<file path="src/rtl/issue_select_unit_pkg.sv">
// Shared types and sizing for the issue select stage.
package issue_select_unit_pkg;

  localparam int unsigned RS_ENTRIES = 8;
  localparam int unsigned NUM_FUS    = 2;
  localparam int unsigned IDX_W      = (RS_ENTRIES > 1) ? $clog2(RS_ENTRIES) : 1;
  localparam int unsigned FU_W       = (NUM_FUS > 1) ? $clog2(NUM_FUS) : 1;

  typedef logic [IDX_W-1:0] rs_idx_t;
  typedef logic [FU_W-1:0]  fu_idx_t;

  // Successor of an entry index, wrapping at RS_ENTRIES (works for non-power-of-2 sizes).
  function automatic rs_idx_t next_idx(rs_idx_t idx);
    if (32'(idx) == RS_ENTRIES - 1) begin
      return '0;
    end
    return rs_idx_t'(idx + 1'b1);
  endfunction

endpackage

</file>
<file path="src/rtl/issue_select_unit_if.sv">
// Request/grant bundle between wakeup/execute (master) and the select stage (slave).
interface issue_select_unit_if;
  import issue_select_unit_pkg::*;

  logic                         flush;
  logic [RS_ENTRIES-1:0]        request_vector;
  logic [RS_ENTRIES*FU_W-1:0]   entry_fu;
  logic [NUM_FUS-1:0]           fu_ready;
  logic                         grant_en;
  rs_idx_t                      grant_index;
  fu_idx_t                      grant_fu;
  logic [31:0]                  perf_grant_cnt;
  logic [31:0]                  perf_block_cnt;

  modport master (
    output flush, request_vector, entry_fu, fu_ready,
    input  grant_en, grant_index, grant_fu, perf_grant_cnt, perf_block_cnt
  );

  modport slave (
    input  flush, request_vector, entry_fu, fu_ready,
    output grant_en, grant_index, grant_fu, perf_grant_cnt, perf_block_cnt
  );

endinterface

</file>
<file path="src/rtl/issue_select_unit_rr_arbiter.sv">
// Combinational round-robin arbiter: first set req bit at or after ptr, wrapping mod N.
// Shared with the memory issue path.
module issue_select_unit_rr_arbiter #(
  parameter int unsigned N = 8,
  localparam int unsigned IdxW = (N > 1) ? $clog2(N) : 1
) (
  input  logic [N-1:0]    req,
  input  logic [IdxW-1:0] ptr,
  output logic            gnt_valid,
  output logic [IdxW-1:0] gnt_idx
);

  int unsigned pos;

  // Rotate by ptr, priority-encode, and map back to an absolute index.
  always_comb begin
    gnt_valid = 1'b0;
    gnt_idx   = '0;
    pos       = 0;
    for (int unsigned k = 0; k < N; k++) begin
      pos = 32'(ptr) + k;
      if (pos >= N) begin
        pos = pos - N;
      end
      if (!gnt_valid && req[IdxW'(pos)]) begin
        gnt_valid = 1'b1;
        gnt_idx   = IdxW'(pos);
      end
    end
  end

endmodule

</file>
<file path="src/rtl/issue_select_unit.sv">
// Issue select stage: grants one ready, FU-available RS entry per cycle in round-robin order.
// Optional perf counters enabled by defining SELECT_PERF_CNT_EN.
module issue_select_unit
  import issue_select_unit_pkg::*;
(
  input  logic                clk,
  input  logic                rst,
  issue_select_unit_if.slave  bus
);

  rs_idx_t               rr_ptr_q;
  logic                  grant_en_q;
  rs_idx_t               grant_index_q;
  fu_idx_t               grant_fu_q;

  logic [RS_ENTRIES-1:0] eligible;
  fu_idx_t               fu_sel;
  logic                  arb_valid;
  rs_idx_t               arb_idx;
  fu_idx_t               arb_fu;

  // Eligibility: requesting, valid FU id, FU ready, and not the entry granted last cycle
  // (wakeup clears that request one cycle late).
  always_comb begin
    eligible = '0;
    fu_sel   = '0;
    for (int unsigned j = 0; j < RS_ENTRIES; j++) begin
      fu_sel = bus.entry_fu[j*FU_W +: FU_W];
      eligible[j] = bus.request_vector[j]
                    && (32'(fu_sel) < NUM_FUS)
                    && bus.fu_ready[fu_sel]
                    && !(grant_en_q && (grant_index_q == rs_idx_t'(j)));
    end
  end

  issue_select_unit_rr_arbiter #(
    .N (RS_ENTRIES)
  ) u_rr_arbiter (
    .req       (eligible),
    .ptr       (rr_ptr_q),
    .gnt_valid (arb_valid),
    .gnt_idx   (arb_idx)
  );

  assign arb_fu = bus.entry_fu[32'(arb_idx)*FU_W +: FU_W];

  // Grant registers and round-robin pointer; flush wins over any grant.
  always_ff @(posedge clk) begin
    if (rst) begin
      grant_en_q    <= 1'b0;
      grant_index_q <= '0;
      grant_fu_q    <= '0;
      rr_ptr_q      <= '0;
    end else if (bus.flush) begin
      grant_en_q <= 1'b0;
      rr_ptr_q   <= '0;
    end else if (arb_valid) begin
      grant_en_q    <= 1'b1;
      grant_index_q <= arb_idx;
      grant_fu_q    <= arb_fu;
      rr_ptr_q      <= next_idx(arb_idx);
    end else begin
      grant_en_q <= 1'b0;
    end
  end

  assign bus.grant_en    = grant_en_q;
  assign bus.grant_index = grant_index_q;
  assign bus.grant_fu    = grant_fu_q;

`ifdef SELECT_PERF_CNT_EN
  logic [31:0]           perf_grant_cnt_q;
  logic [31:0]           perf_block_cnt_q;
  logic [RS_ENTRIES-1:0] fu_busy;
  fu_idx_t               busy_fu_sel;
  logic                  block_cycle;

  // Entries that would be eligible but for a busy FU.
  always_comb begin
    fu_busy     = '0;
    busy_fu_sel = '0;
    for (int unsigned j = 0; j < RS_ENTRIES; j++) begin
      busy_fu_sel = bus.entry_fu[j*FU_W +: FU_W];
      fu_busy[j]  = bus.request_vector[j]
                    && (32'(busy_fu_sel) < NUM_FUS)
                    && !bus.fu_ready[busy_fu_sel]
                    && !(grant_en_q && (grant_index_q == rs_idx_t'(j)));
    end
  end

  assign block_cycle = (|bus.request_vector) && !arb_valid && (|fu_busy);

  // Saturating event counters.
  always_ff @(posedge clk) begin
    if (rst) begin
      perf_grant_cnt_q <= '0;
      perf_block_cnt_q <= '0;
    end else begin
      if (grant_en_q && (perf_grant_cnt_q != 32'hFFFF_FFFF)) begin
        perf_grant_cnt_q <= perf_grant_cnt_q + 32'd1;
      end
      if (block_cycle && (perf_block_cnt_q != 32'hFFFF_FFFF)) begin
        perf_block_cnt_q <= perf_block_cnt_q + 32'd1;
      end
    end
  end

  assign bus.perf_grant_cnt = perf_grant_cnt_q;
  assign bus.perf_block_cnt = perf_block_cnt_q;
`else
  assign bus.perf_grant_cnt = '0;
  assign bus.perf_block_cnt = '0;
`endif

endmodule

</file>
<file path="src/flat_wrapper.sv">
// flat-port wrapper written by rule: the top's interface ports become plain ports
module issue_select_unit_flat import issue_select_unit_pkg::*;
  (clk, rst, bus_flush, bus_request_vector, bus_entry_fu, bus_fu_ready, bus_grant_en, bus_grant_index, bus_grant_fu, bus_perf_grant_cnt, bus_perf_block_cnt);
  issue_select_unit_if bus_i ();
  input  logic clk;
  input  logic rst;
  input wire logic [$bits(bus_i.flush)-1:0] bus_flush;
  input wire logic [$bits(bus_i.request_vector)-1:0] bus_request_vector;
  input wire logic [$bits(bus_i.entry_fu)-1:0] bus_entry_fu;
  input wire logic [$bits(bus_i.fu_ready)-1:0] bus_fu_ready;
  output wire logic [$bits(bus_i.grant_en)-1:0] bus_grant_en;
  output wire logic [$bits(bus_i.grant_index)-1:0] bus_grant_index;
  output wire logic [$bits(bus_i.grant_fu)-1:0] bus_grant_fu;
  output wire logic [$bits(bus_i.perf_grant_cnt)-1:0] bus_perf_grant_cnt;
  output wire logic [$bits(bus_i.perf_block_cnt)-1:0] bus_perf_block_cnt;
  assign bus_i.flush = bus_flush;
  assign bus_i.request_vector = bus_request_vector;
  assign bus_i.entry_fu = bus_entry_fu;
  assign bus_i.fu_ready = bus_fu_ready;
  assign bus_grant_en = bus_i.grant_en;
  assign bus_grant_index = bus_i.grant_index;
  assign bus_grant_fu = bus_i.grant_fu;
  assign bus_perf_grant_cnt = bus_i.perf_grant_cnt;
  assign bus_perf_block_cnt = bus_i.perf_block_cnt;
  issue_select_unit u_core (.clk(clk), .rst(rst), .bus(bus_i));
endmodule
</file>
<file path="config.mk">
export PLATFORM = sky130hd
export DESIGN_NAME = issue_select_unit_flat
export DESIGN_NICKNAME = d
export VERILOG_FILES = /design/src/rtl/issue_select_unit_pkg.sv /design/src/rtl/issue_select_unit_if.sv /design/src/rtl/issue_select_unit_rr_arbiter.sv /design/src/rtl/issue_select_unit.sv /design/src/flat_wrapper.sv
export SDC_FILE = /design/constraint.sdc
export NUM_CORES = 1
export LEC_CHECK = 0
export BUFFER_PORTS_ARGS = -buffer_cell sky130_fd_sc_hd__buf_2
export CAP_MARGIN = 40
export CORE_MARGIN = 2
export CORE_UTILIZATION = 30
export CTS_BUF_LIST = sky130_fd_sc_hd__clkbuf_16
export CTS_CLUSTER_SIZE = 24
export DETAILED_ROUTE_END_ITERATION = 10
export GPL_TIMING_DRIVEN = 0
export HOLD_SLACK_MARGIN = 0.08
export PLACE_DENSITY_LB_ADDON = 0.05
export REMOVE_ABC_BUFFERS = 1
export SYNTH_ARGS = -nofsm -noshare
export SYNTH_HDL_FRONTEND = slang
export SYNTH_SLANG_ARGS = --single-unit
</file>
<file path="constraint.sdc">
create_clock -name clk -period 7.6 [get_ports clk]
set_clock_uncertainty 0.15 [all_clocks]
set_input_delay 0.76 -clock clk [delete_from_list [all_inputs] [get_ports clk]]
set_output_delay 0.76 -clock clk [all_outputs]
set_load 0.005 [all_outputs]
</file>
==> results by group <==
Run status
  – Status: complete, no violations

Floorplanning
  – Die Ht: 84.6 microns
  – Site Rows: 29
  – Die Wd: 84.6 microns
  – Core area: 0.00631 sq mm
  – I/O Pins: 90
  – Initial core utilization: 30.9%
  – Die ar.: 0.00716 sq mm

Logic synthesis
  – Compound-cell area share of the yosys netlist: 21.5%
  – Post-synth EDFFs: 0
  – Synth top area share: 24.6%
  – Synth warn: 0
  – Avg Inst Size Synth: 8.02 sq um
  – Synth top area cells: buf_4 (25%), mux4_2 (9.2%), dfxtp_1 (8.2%), mux2i_1 (6.2%), mux2_2 (5.2%)
  – Post-synthesis cell count: 243
  – FFs w/ async S/R, synth: 0%
  – Largest family of logic cells by synthesized area: buffers and inverters
  – Synth Area in Simple Gates: 16.7%
  – Commonest cells in the netlist: buf_4 (64), nor2_1 (21), mux2i_1 (12), nand2_1 (12)
  – Area leader, netlist: buf_4
  – Yosys cell types: 58
  – Sequential-to-total area share from yosys stat: 8.22%
  – Synth Area in XOR/XNOR: 2.25%
  – Post-synthesis register bit count: 8
  – Mux share of post-synthesis cell area: 21.8%
  – Post-Synth Adder-Cell Area: 1.93%
  – Top-count cell post-synth: buf_4
  – Most used DFF post-synth: dfxtp_1
  – Mapped cell area: 0.00195 sq mm

Routing
  – Drt first-iter violations: 66
  – Via count: 1697
  – Final ANT Viol Nets: 0
  – Wirelength per Cell: about 15 microns
  – Met2 routed WL: 2390 microns
  – Drt total wl: 5090 microns
  – Met3 WL post-DR: 363 microns
  – Highest metal used: met3
  – Metal-1 WL: between 2000 and 2500 microns
  – DRC: 0
  – Vias/cell: 4.98
  – DRT Pass-1 Iters: 5

Place
  – Area post-placement: 0.00191 sq mm
  – HPWL after DPL: 4140 microns
  – Gpl congestion: slightly below 0.8
  – PortBufs: 25

Run
  – Max-Cap Viols: 0

Setup path
  – Critical Path Sink Type: flop
  – WP data required: 7.54 ns
  – Worst EP arrival: between 4 and 5 ns
  – Crit path max fanout: 16
  – Crit path launch type: flop
  – Critical path class: reg2reg

Timing
  – Setup_tns: 0 ns
  – F_max: 0.223 GHz
  – Final setup fails: 0
  – Min cycle time layout: 4.49 ns
  – Slew HR: 49.5%
  – Min Hold Slack: 0.376 ns
  – RSZ-0062 raised after global routing: false
  – Final Max Tran Viols: 0
  – Slew @ Worst Pin: around 0.74 ns
  – Final Hold Fails: 0
  – Period utilisation layout: 59.1%

Layout
  – Final Cell Area: 0.00198 sq mm
  – Diodes inserted: 0
  – Syn-to-layout area delta: 1.60%
  – Final #Nets: 290
  – Share of layout cells above drive strength 1: 21.6%
  – Utilization after layout: 31.4%

Power
  – Int Power: 0.000333 W
  – Switch Pwr: 0.000347 W
  – Sequential Power Share: 13.5%
  – Combinational share of power: between 70% and 80%
  – Lkg Pwr: 0.827 nW
  – Worst vdd ir: 107 uV
  – PwrDens: 343 mW/mm^2
  – Net Sw Frac: 51.0%
  – Clk pwr share: 12.9%

Clocking
  – CTS max path bufs: 2
  – Clk sinks: 8
  – Post-CTS Resized: 0
  – TritonCTS Buffers: 3
  – # H-tree levels: 1
  – TritonCTS clock tree: yes
  – Clock latency at the later pin of the worst-skew pair: 0.23 ns
  – Clock slew at reported path FFs: 0.04 ns
  – Cts hold-fix bufs: 0
  – Clk root buf: clkbuf_16
  – # Post-CTS Setup Buffers: 0

Min path
  – Worst hold-check path type: reg2reg

Global routing
  – First-pass GRT wire length: 7730 microns
  – Vias in the first global route: 1463
  – Largest net degree at the start of global routing: 19
  – Total congestion overflow: 0
  – Total GRT Usage: between 10% and 20%
  – Initial antenna violation count: 0
==> worst paths after layout <==
path / startpoint / slack [ns] / endpoint / depth (start not counted)
worst min register to register: u_core.bus.grant_fu$_SDFFE_PP0P_ / 0.38 / u_core.bus.grant_fu$_SDFFE_PP0P_ / 2
worst max-delay path: u_core.rr_ptr_q[0]$_SDFFE_PP0P_ / 3.11 / u_core.bus.grant_fu$_SDFFE_PP0P_ / 14
worst max register to register: u_core.rr_ptr_q[0]$_SDFFE_PP0P_ / 3.11 / u_core.bus.grant_fu$_SDFFE_PP0P_ / 14
worst min-delay path: u_core.bus.grant_fu$_SDFFE_PP0P_ / 0.38 / u_core.bus.grant_fu$_SDFFE_PP0P_ / 2
==> flip-flops by register name, indices dropped and copies added, names as in the netlist <==
signal and cells:
u_core.bus.grant_en 1, u_core.bus.grant_fu 1, u_core.bus.grant_index 3, u_core.rr_ptr_q 3
==> area by class of cell <==
| type | instances | area (sq um) |
|---|---|---|
| fill | 707 | 4330 |
| sequential | 8 | 160 |
| inverter | 7 | 26.3 |
| timing repair buffer | 26 | 133 |
| tap | 77 | 96.3 |
| clock buffer | 3 | 75.1 |
| multi-input combinational | 220 | 1490 |
==> critical path: stages, from the launching register on <==
cell and delay [ns]:
dfxtp_1 0.75, inv_2 0.26, ha_1 0.28, xnor2_1 0.23
buf_4 0.22, mux4_2 0.51, and2_1 0.20, and2_1 0.21
nor3b_1 0.16, o31ai_2 0.45, inv_1 0.21, a2111oi_0 0.46
nor4_1 0.09, nand3_1 0.10, a211oi_2 0.07
==> cells by family after synthesis <==
kind of cell / after synthesis
buffers and inverters: 78
AND/OR/NAND/NOR: 65
AO/OA/AOI/OAI: 52
multiplexers: 31
flip-flops: 8
XOR/XNOR: 5
adder cells (fa/ha/maj): 3
other: 1
==> power by group through the flow <==
stage	Combinational [W]	Sequential (W)	Clock (W)
2_1_floorplan	0.000384	0.0000830	0
3_3_place_gp	0.000504	0.0000937	0
3_5_place_dp	0.000498	0.0000924	0
4_1_cts	0.000501	0.0000918	0.0000903
5_1_grt	0.000559	0.0000970	0.0000935
6_report	0.000501	0.0000915	0.0000877
==> metrics by stage <==
step           total power, W  cells  setup WS, ns
6_report             0.000680    341          3.11
2_1_floorplan        0.000467    235          3.53
5_1_grt              0.000750    341          2.74
4_1_cts              0.000683    341          3.10
3_3_place_gp         0.000597    337          2.70
3_5_place_dp         0.000591    338          3.07
==> cells in the final DEF (no fill, tap or decap), drive strengths merged, types with 3 or more instances in the layout <==
cell type  Yosys  layout
conb           1      64
buf           68      26
nor2          22      22
nand2         12      12
mux2i         12      12
mux2          11      11
nor3           9       9
mux4           8       8
a21oi          8       8
dfxtp          8       8
inv            7       7
o311ai         6       6
o21ai          6       6
xnor2          4       4
nand3          4       4
a2111oi        4       4
o31ai          4       4
nand2b         3       3
nand4          3       3
a22oi          3       3
ha             3       3
clkbuf         3       3
a211oi         3       3
==> per-layer routing <==
metal | GRT usage (%) | up-vias
met5 | 0 | -
met4 | 1.73 | 0
met3 | 3.64 | 0
met2 | 22.3 | 64
met1 | 18.1 | 814
li1 | - | 819
Power figures use the tool's default switching activity.
